File: src/rtl/vector_load_sequencer_if.sv
// Control and handshake bundle between the test-vector loader sequencer and its consumer.
// Widths are derived here exactly as in the sequencer so both sides agree.
interface vector_load_sequencer_if #(
  parameter int unsigned PARALLELISM = 1,
  parameter int unsigned WORD_LEN    = 1023,
  parameter int unsigned WORD_NUM    = 10
);
  localparam int unsigned P_EFF      = (PARALLELISM == 0) ? 1 : PARALLELISM;
  localparam int unsigned WN_EFF     = (WORD_NUM == 0) ? 1 : WORD_NUM;
  localparam int unsigned CHUNKS_RAW = (WORD_LEN + P_EFF - 1) / P_EFF;
  localparam int unsigned CHUNKS     = (CHUNKS_RAW == 0) ? 1 : CHUNKS_RAW;
  localparam int unsigned WW         = ($clog2(WN_EFF) < 1) ? 1 : $clog2(WN_EFF);
  localparam int unsigned CW         = ($clog2(CHUNKS) < 1) ? 1 : $clog2(CHUNKS);
  localparam int unsigned LW         = $clog2(P_EFF + 1);

  logic          in_start;
  logic          in_abort;
  logic          in_ready;
  logic          out_ldr_Srst;
  logic          out_ldr_en;
  logic          out_ldr_next_word;
  logic          out_valid;
  logic          out_first_chunk;
  logic          out_last_chunk;
  logic          out_last_word;
  logic [WW-1:0] out_word_idx;
  logic [CW-1:0] out_chunk_idx;
  logic [LW-1:0] out_lanes;
  logic          out_busy;
  logic          out_done;

  modport master (
    output in_start, in_abort, in_ready,
    input  out_ldr_Srst, out_ldr_en, out_ldr_next_word, out_valid,
    input  out_first_chunk, out_last_chunk, out_last_word,
    input  out_word_idx, out_chunk_idx, out_lanes, out_busy, out_done
  );

  modport slave (
    input  in_start, in_abort, in_ready,
    output out_ldr_Srst, out_ldr_en, out_ldr_next_word, out_valid,
    output out_first_chunk, out_last_chunk, out_last_word,
    output out_word_idx, out_chunk_idx, out_lanes, out_busy, out_done
  );
endinterface

File: src/rtl/vector_load_sequencer.sv
// Walks a binary test-vector file word by word in P-bit chunks, driving the loader
// controls and exporting per-chunk position/lane information to downstream.
module vector_load_sequencer #(
  parameter int unsigned PARALLELISM = 1,
  parameter int unsigned WORD_LEN    = 1023,
  parameter int unsigned WORD_NUM    = 10
) (
  input  logic                   clk,
  input  logic                   in_Arst_n,
  vector_load_sequencer_if.slave bus
);
  localparam int unsigned P_EFF      = (PARALLELISM == 0) ? 1 : PARALLELISM;
  localparam int unsigned WN_EFF     = (WORD_NUM == 0) ? 1 : WORD_NUM;
  localparam int unsigned CHUNKS_RAW = (WORD_LEN + P_EFF - 1) / P_EFF;
  localparam int unsigned CHUNKS     = (CHUNKS_RAW == 0) ? 1 : CHUNKS_RAW;
  localparam int unsigned REM        = WORD_LEN % P_EFF;
  localparam int unsigned LAST_LANES = (REM == 0) ? P_EFF : REM;
  localparam int unsigned WW         = ($clog2(WN_EFF) < 1) ? 1 : $clog2(WN_EFF);
  localparam int unsigned CW         = ($clog2(CHUNKS) < 1) ? 1 : $clog2(CHUNKS);
  localparam int unsigned LW         = $clog2(P_EFF + 1);

  localparam logic [1:0] ST_IDLE   = 2'd0;
  localparam logic [1:0] ST_ADV    = 2'd1;
  localparam logic [1:0] ST_STREAM = 2'd2;
  localparam logic [1:0] ST_DONE   = 2'd3;

  logic [1:0]    state_q,     state_d;
  logic [WW-1:0] word_idx_q,  word_idx_d;
  logic [CW-1:0] chunk_idx_q, chunk_idx_d;

  logic last_chunk;
  logic last_word;

  assign last_chunk = (chunk_idx_q == CW'(CHUNKS - 1));
  assign last_word  = (word_idx_q  == WW'(WN_EFF - 1));

  // State and position counters
  always_ff @(posedge clk or negedge in_Arst_n) begin
    if (!in_Arst_n) begin
      state_q     <= ST_IDLE;
      word_idx_q  <= '0;
      chunk_idx_q <= '0;
    end else begin
      state_q     <= state_d;
      word_idx_q  <= word_idx_d;
      chunk_idx_q <= chunk_idx_d;
    end
  end

  // Next-state: a stalled STREAM cycle leaves everything untouched; abort overrides all.
  always_comb begin
    state_d     = state_q;
    word_idx_d  = word_idx_q;
    chunk_idx_d = chunk_idx_q;
    case (state_q)
      ST_IDLE: begin
        word_idx_d  = '0;
        chunk_idx_d = '0;
        if (bus.in_start) state_d = ST_ADV;
      end
      ST_ADV: begin
        state_d = ST_STREAM;
      end
      ST_STREAM: begin
        if (bus.in_ready) begin
          if (!last_chunk) begin
            chunk_idx_d = chunk_idx_q + CW'(1);
          end else if (!last_word) begin
            word_idx_d  = word_idx_q + WW'(1);
            chunk_idx_d = '0;
            state_d     = ST_ADV;
          end else begin
            state_d = ST_DONE;
          end
        end
      end
      ST_DONE: begin
        word_idx_d  = '0;
        chunk_idx_d = '0;
        state_d     = ST_IDLE;
      end
      default: begin
        word_idx_d  = '0;
        chunk_idx_d = '0;
        state_d     = ST_IDLE;
      end
    endcase
    if (bus.in_abort) begin
      state_d     = ST_IDLE;
      word_idx_d  = '0;
      chunk_idx_d = '0;
    end
  end

  // Loader controls: enable follows ready while streaming since loader data is combinational.
  assign bus.out_ldr_Srst      = (state_q == ST_IDLE);
  assign bus.out_ldr_en        = !bus.in_abort &&
                                 ((state_q == ST_ADV) || ((state_q == ST_STREAM) && bus.in_ready));
  assign bus.out_ldr_next_word = !bus.in_abort && (state_q == ST_ADV);
  assign bus.out_valid         = !bus.in_abort && (state_q == ST_STREAM);
  assign bus.out_busy          = (state_q != ST_IDLE);
  assign bus.out_done          = (state_q == ST_DONE);

  assign bus.out_first_chunk = (chunk_idx_q == '0);
  assign bus.out_last_chunk  = last_chunk;
  assign bus.out_last_word   = last_word;
  assign bus.out_word_idx    = word_idx_q;
  assign bus.out_chunk_idx   = chunk_idx_q;
  assign bus.out_lanes       = last_chunk ? LW'(LAST_LANES) : LW'(P_EFF);

  a_done_single: assert property (@(posedge clk) disable iff (!in_Arst_n)
    (state_q == ST_DONE) |=> (state_q == ST_IDLE));
  a_adv_to_stream: assert property (@(posedge clk) disable iff (!in_Arst_n)
    ((state_q == ST_ADV) && !bus.in_abort) |=> (state_q == ST_STREAM));
  a_abort_idle: assert property (@(posedge clk) disable iff (!in_Arst_n)
    bus.in_abort |=> (state_q == ST_IDLE));
endmodule

File: src/flat_wrapper.sv
// flat-port wrapper written by rule: the top's interface ports become plain ports
module vector_load_sequencer_flat 
#(
  parameter int unsigned PARALLELISM = 1,
  parameter int unsigned WORD_LEN    = 1023,
  parameter int unsigned WORD_NUM    = 10
)
  (clk, in_Arst_n, bus_in_start, bus_in_abort, bus_in_ready, bus_out_ldr_Srst, bus_out_ldr_en, bus_out_ldr_next_word, bus_out_valid, bus_out_first_chunk, bus_out_last_chunk, bus_out_last_word, bus_out_word_idx, bus_out_chunk_idx, bus_out_lanes, bus_out_busy, bus_out_done);
  vector_load_sequencer_if #(.PARALLELISM(PARALLELISM), .WORD_LEN(WORD_LEN), .WORD_NUM(WORD_NUM)) bus_i ();
  input  logic clk;
  input  logic in_Arst_n;
  input wire logic [$bits(bus_i.in_start)-1:0] bus_in_start;
  input wire logic [$bits(bus_i.in_abort)-1:0] bus_in_abort;
  input wire logic [$bits(bus_i.in_ready)-1:0] bus_in_ready;
  output wire logic [$bits(bus_i.out_ldr_Srst)-1:0] bus_out_ldr_Srst;
  output wire logic [$bits(bus_i.out_ldr_en)-1:0] bus_out_ldr_en;
  output wire logic [$bits(bus_i.out_ldr_next_word)-1:0] bus_out_ldr_next_word;
  output wire logic [$bits(bus_i.out_valid)-1:0] bus_out_valid;
  output wire logic [$bits(bus_i.out_first_chunk)-1:0] bus_out_first_chunk;
  output wire logic [$bits(bus_i.out_last_chunk)-1:0] bus_out_last_chunk;
  output wire logic [$bits(bus_i.out_last_word)-1:0] bus_out_last_word;
  output wire logic [$bits(bus_i.out_word_idx)-1:0] bus_out_word_idx;
  output wire logic [$bits(bus_i.out_chunk_idx)-1:0] bus_out_chunk_idx;
  output wire logic [$bits(bus_i.out_lanes)-1:0] bus_out_lanes;
  output wire logic [$bits(bus_i.out_busy)-1:0] bus_out_busy;
  output wire logic [$bits(bus_i.out_done)-1:0] bus_out_done;
  assign bus_i.in_start = bus_in_start;
  assign bus_i.in_abort = bus_in_abort;
  assign bus_i.in_ready = bus_in_ready;
  assign bus_out_ldr_Srst = bus_i.out_ldr_Srst;
  assign bus_out_ldr_en = bus_i.out_ldr_en;
  assign bus_out_ldr_next_word = bus_i.out_ldr_next_word;
  assign bus_out_valid = bus_i.out_valid;
  assign bus_out_first_chunk = bus_i.out_first_chunk;
  assign bus_out_last_chunk = bus_i.out_last_chunk;
  assign bus_out_last_word = bus_i.out_last_word;
  assign bus_out_word_idx = bus_i.out_word_idx;
  assign bus_out_chunk_idx = bus_i.out_chunk_idx;
  assign bus_out_lanes = bus_i.out_lanes;
  assign bus_out_busy = bus_i.out_busy;
  assign bus_out_done = bus_i.out_done;
  vector_load_sequencer #(.PARALLELISM(PARALLELISM), .WORD_LEN(WORD_LEN), .WORD_NUM(WORD_NUM)) u_core (.clk(clk), .in_Arst_n(in_Arst_n), .bus(bus_i));
endmodule
File: config.mk
export PLATFORM = sky130hd
export DESIGN_NAME = vector_load_sequencer_flat
export DESIGN_NICKNAME = d
export VERILOG_FILES = /design/src/rtl/vector_load_sequencer_if.sv /design/src/rtl/vector_load_sequencer.sv /design/src/flat_wrapper.sv
export SDC_FILE = /design/constraint.sdc
export NUM_CORES = 1
export LEC_CHECK = 0
export ABC_AREA = 1
export CORE_ASPECT_RATIO = 0.75
export CORE_UTILIZATION = 35
export CTS_CLUSTER_SIZE = 25
export DETAILED_ROUTE_END_ITERATION = 10
export HOLD_SLACK_MARGIN = 0.02
export PLACE_DENSITY = 0.66
export SYNTH_ARGS = -nofsm -noshare
export SYNTH_HDL_FRONTEND = slang
export SYNTH_SLANG_ARGS = --single-unit
File: constraint.sdc
create_clock -name clk -period 1.9 [get_ports clk]
set_clock_uncertainty 0.05 [all_clocks]
set_input_delay 0.285 -clock clk [delete_from_list [all_inputs] [get_ports clk]]
set_output_delay 0.285 -clock clk [all_outputs]
set_load 0.01 [all_outputs]
Word-level counts from Yosys, hierarchy flattened
Cells that the tools add are included.

storage, ports and cells
  register bits after elaboration = 16
  bits of input ports = 5
  output and inout bits = 24
  word-level logic and storage cells = 45

cells by class
  $add $sub $neg = 2
  equality and inequality tests = 10
  multiplexer cells = 16
  reductions and logical operators = 14

operator list
  operator                 count
  $mux W10                 4
  $pmux W10 S2             1
  $mux W4                  4
  $ne A3 B3 Y1 const B     4
  $add A10 B1 Y10 const B  1
  $eq A10 B10 Y1 const B   1
  $logic_not A10 Y1        1
  $mux W2                  5
  $pmux W2 S4              1
  $pmux W4 S2              1
  $reduce_and A3 Y1        2
  $add A4 B1 Y4 const B    1
  $eq A2 B2 Y1 const B     2
  $eq A4 B4 Y1 const B     1
  $logic_and A1 B1 Y1      4
  $ne A4 B4 Y1 const B     1
  $reduce_and A4 Y1        1
  $reduce_bool A3 Y1       1
  $eq A2 B1 Y1 const B     1
  $logic_not A2 Y1         1
  $reduce_bool A2 Y1       1
  $reduce_or A2 Y1         1
  $logic_not A1 Y1         1
  $logic_or A1 B1 Y1       1

Depth between registers and ports, before layout
  depth after elaboration = 6
  mapped depth = 12
  depth with buffers taken out = 11

Worst setup path after synthesis
Ideal clock, no wire load.

  path kind = flip-flop to flip-flop
  start point = register u_core.state_q[0]
  end point = register u_core.chunk_idx_q[2], in the netlist u_core.bus.out_chunk_idx[2]
  setup time = 120 ps
  arrival = 1441 ps
  data required time = 1730 ps
  path slack = 289 ps
  stages on the path, launching flop included = 13
  path buffers = 1
  period minus slack after synthesis = 1611 ps
  cells stage by stage = dfrtp_1 -> inv_1 -> ha_1 -> inv_1 -> nand3_2 -> nand2_2 -> inv_2 -> nand2_2 -> nand2_4 -> buf_6 -> nand3_1 -> nand2_1 -> nor2_2

on the way
  longest elaborated chain between the ends = 4
  elaborated cells on any way between the ends = 10
  classes of those cells = eq/ne: 4; mux: 2; reduce/logical: 4

RTL lines
  element                                                    RTL line                     source
  start, declared                                            vector_load_sequencer.sv:27  logic [1:0] state_q, state_d;
  start signal, assigned                                     vector_load_sequencer.sv:44  state_q <= state_d;
  $eq A2 B2 Y1 / $logic_not A2 Y1 (equally long branches)    vector_load_sequencer.sv:55  case (state_q)
  $reduce_or A2 Y1 (no source line)                          n/a
  $pmux W10 S2 / $reduce_bool A3 Y1 (equally long branches)  n/a
  $mux W10 / $reduce_and A3 Y1 (equally long branches)       n/a
  end signal, assigned                                       vector_load_sequencer.sv:46  chunk_idx_q <= chunk_idx_d;
  end, declared                                              vector_load_sequencer.sv:29  logic [CW-1:0] chunk_idx_q, chunk_idx_d;

Several ways; a longest one is shown, not always the timed one.
A chain may end at the register's enable or synchronous reset.

Worst setup path after layout
  start point = register u_core.chunk_idx_q[0], in the netlist u_core.bus.out_chunk_idx[0]
  end point = output bus_out_last_chunk

on the way
  longest elaborated chain between the ends = 1

RTL lines
  element         RTL line                     source
  $eq A10 B10 Y1  vector_load_sequencer.sv:34  assign last_chunk = (chunk_idx_q == CW'(CHUNKS - 1));
  end, declared   flat_wrapper.sv:20           output wire logic [$bits(bus_i.out_last_chunk)-1:0] bus_out_last_chunk;

Every way passes these cells.

==> impl_metrics.toml <==
[run_status]
status = "complete, no violations"

[placed_design]
place_ws_ns = 0.00763
portBuffers = 27
gp_congestion = 0.775
place_inst = 243
dp.final_hpwl_um = 2030

[pwr]
peakVddDrop_mv = 0.474
p_leak_nw = 0.828
total_power_mw = 1.57
power_per_cell_area_mw_per_mm2 = 941

[drt]
totalWireLength_um = 2730
first_pass_iters = 4
wl_per_cell_um = 10.9
drc = 0
ant_nets = 0
drt_iter0_markers = 64
vias = 1141
viasPerCell = 4.55

[global_routing]
grt_pass1_wl_um = 4640
grt_pass1_vias = 1002
grt_max_degree = 21
grt_antenna_before_repair = 0
track_usage_pct = 16.7
grt_overflow = 0

[floorplanning]
die_h_um = 52.9
ios = 29
fp.dieW_um = 69.9
row_count = 18
die_area_mm2 = 0.00370
start_util_pct = 36.8
core-area_mm2 = 0.00329

[timing]
fin_crit_ns = 1.82
period_share_pct = 95.6
fmax_mhz = 550
setup_violations = 0
hold_violations = 0
fin_setup_tns_ns = 0
maxSlewViolCount = 0
fin_ws_ns = 0.0828

[critical_path]
setup.worst_path.start_class = "register"
r2r_start = "u_core.state_q[0]"
critPathArrivalTime_ns = 1.48
required_ns = 1.56
crit_start = "u_core.bus.out_chunk_idx[0]"
crit_type = "register to output pin"
cp-end-kind = "output pin"
path_max_fanout = 5

[synthesis]
synth_common_cells = "34 x nand2_1, 20 x inv_1, 20 x nand3_1, 20 x nor2_1, 16 x dfrtp_1"
synth_cell_types = 24
ys_ff_latch = 16
synth_nets = 182
synth_edf_count = 0
ys_async_sr_fraction_pct = 100
netlist_area_mm2 = 0.00121
avgSynthCellArea_um2 = 7.24
synth.top_cell.area_share_pct = 33.1
yosysSeqAreaShare_pct = 33.1
synth_warnings = 0
netlist_instances = 167
synthFlopType = "dfrtp_1"
synth_area_leaders = "dfrtp_1 33%, nand2_1 11%, ha_1 10%"
post-synth-top-count-cell = "nand2_1"
yosys.area.top_type = "dfrtp_1"

[final_layout]
fin_nets = 228
final_util_pct = 50.8
regArea_um2 = 400
drive_gt1_share_pct = 19.9
area_delta_synth_final_pct = 38.2
antennaDiodeCount = 0
fillCellCount = 339
multi_input_area_um2 = 698
stdcell_count = 251

[cts]
cts.sinks = 16
clkTransAtPathRegs_ns = 0.06
clk_path_buf_depth = 2
hold_buffers = 0
cts_tree = "yes"
h-tree-depth = 1
clkLatencyLatePin_ns = 0.25
root_buffer = "clkbuf_8"
cts_buffers = 3

[job]
drv_cap = 0

[hold_path]
hold_path.class = "primary input to asynchronous set/reset pin"
==> kinds of logic (layout without fill, tap and decap cells) <==
family,after synthesis,after routing,synth area share (%)
and+or+nand+nor,94,94,38.3
adders and majority gates,10,10,10.3
AOI/OAI and AO/OA,17,17,7.03
DFF,16,16,33.1
xor gates and xnor gates,1,1,0.724
buffers and inverters,28,72,10.2
other,1,1,0.310
==> stage by stage <==
step / hold WS [ns] / instance area (um2)
floorplan: -0.0606 / 1210
global placement: 0.500 / 1590
detailed placement: 0.500 / 1590
CTS: 0.314 / 1660
global route: 0.334 / 1670
finish: 0.311 / 1670
==> sequential cells by signal (all words and copies together) (netlist names) <==
signal                    count
u_core.state_q                2
u_core.bus.out_chunk_idx     10
u_core.bus.out_word_idx       4
==> area by class of cell <==
class | instances | area share [%]
clock buffers | 3 | 2.47
inverters | 25 | 5.61
multi-input cells | 123 | 41.8
flip-flops and latches | 16 | 24.0
well taps | 40 | 2.99
repair buffers | 44 | 23.2
==> cells in the final DEF (no fill, tap or decap), drive strengths merged <==
cell type and count:
dlygate4sd2 8, a21oi 8, nor3 3, nand3b 1, clkdlybuf4s50 19, nand2 43
nand3 21, nor2 24, inv 25, buf 17, o21ai 9, clkbuf 3
xor2 1, conb 1, and2 1, dfrtp 16, ha 10, nor4 1
==> routing by layer <==
layer / routed length [um] / global-route usage (%) / up-vias
li1: - / - / 621
met1: 1470 / 22.7 / 501
met2: 1110 / 24.8 / 15
met3: 113 / 4.76 / 4
met4: 40 / 7.00 / 0
met5: 0 / 0 / -
==> critical path, stage by stage (launching register included) <==
cell	delay [ns]
dfrtp_1	0.38
inv_2	0.09
ha_1	0.17
nand3_1	0.09
nor2_2	0.14
nand2_4	0.06
inv_1	0.05
dlygate4sd2_1	0.25
==> worst paths after layout <==
check                                               to  slack (ns)  cells after the start
max                                 bus_out_last_chunk        0.08                      7
min                                  u_core.state_q[0]        0.31                      2
max reg2reg                u_core.bus.out_chunk_idx[2]        0.11                     11
min reg2reg                 u_core.bus.out_word_idx[3]        0.51                      2
max in group asynchronous  u_core.bus.out_chunk_idx[2]        1.30                      2
min in group clk            u_core.bus.out_word_idx[3]        0.51                      2
==> where the power goes <==
part           total (mW)  leakage [nW]  switching [mW]  internal (mW)
Combinational       0.896         0.586           0.496          0.399
Clock               0.256        0.0216           0.115          0.141
Sequential          0.422         0.220          0.0386          0.383
Total                1.57         0.828           0.650          0.923
==> repair_timing <==
item / CTS / global route
pin swaps: 1 / 1
gates resized for setup: 12 / 0
setup endpoints to repair: 8 / 3
setup buffers: 3 / 2
Note: power is estimated with default switching activity, not from simulation.
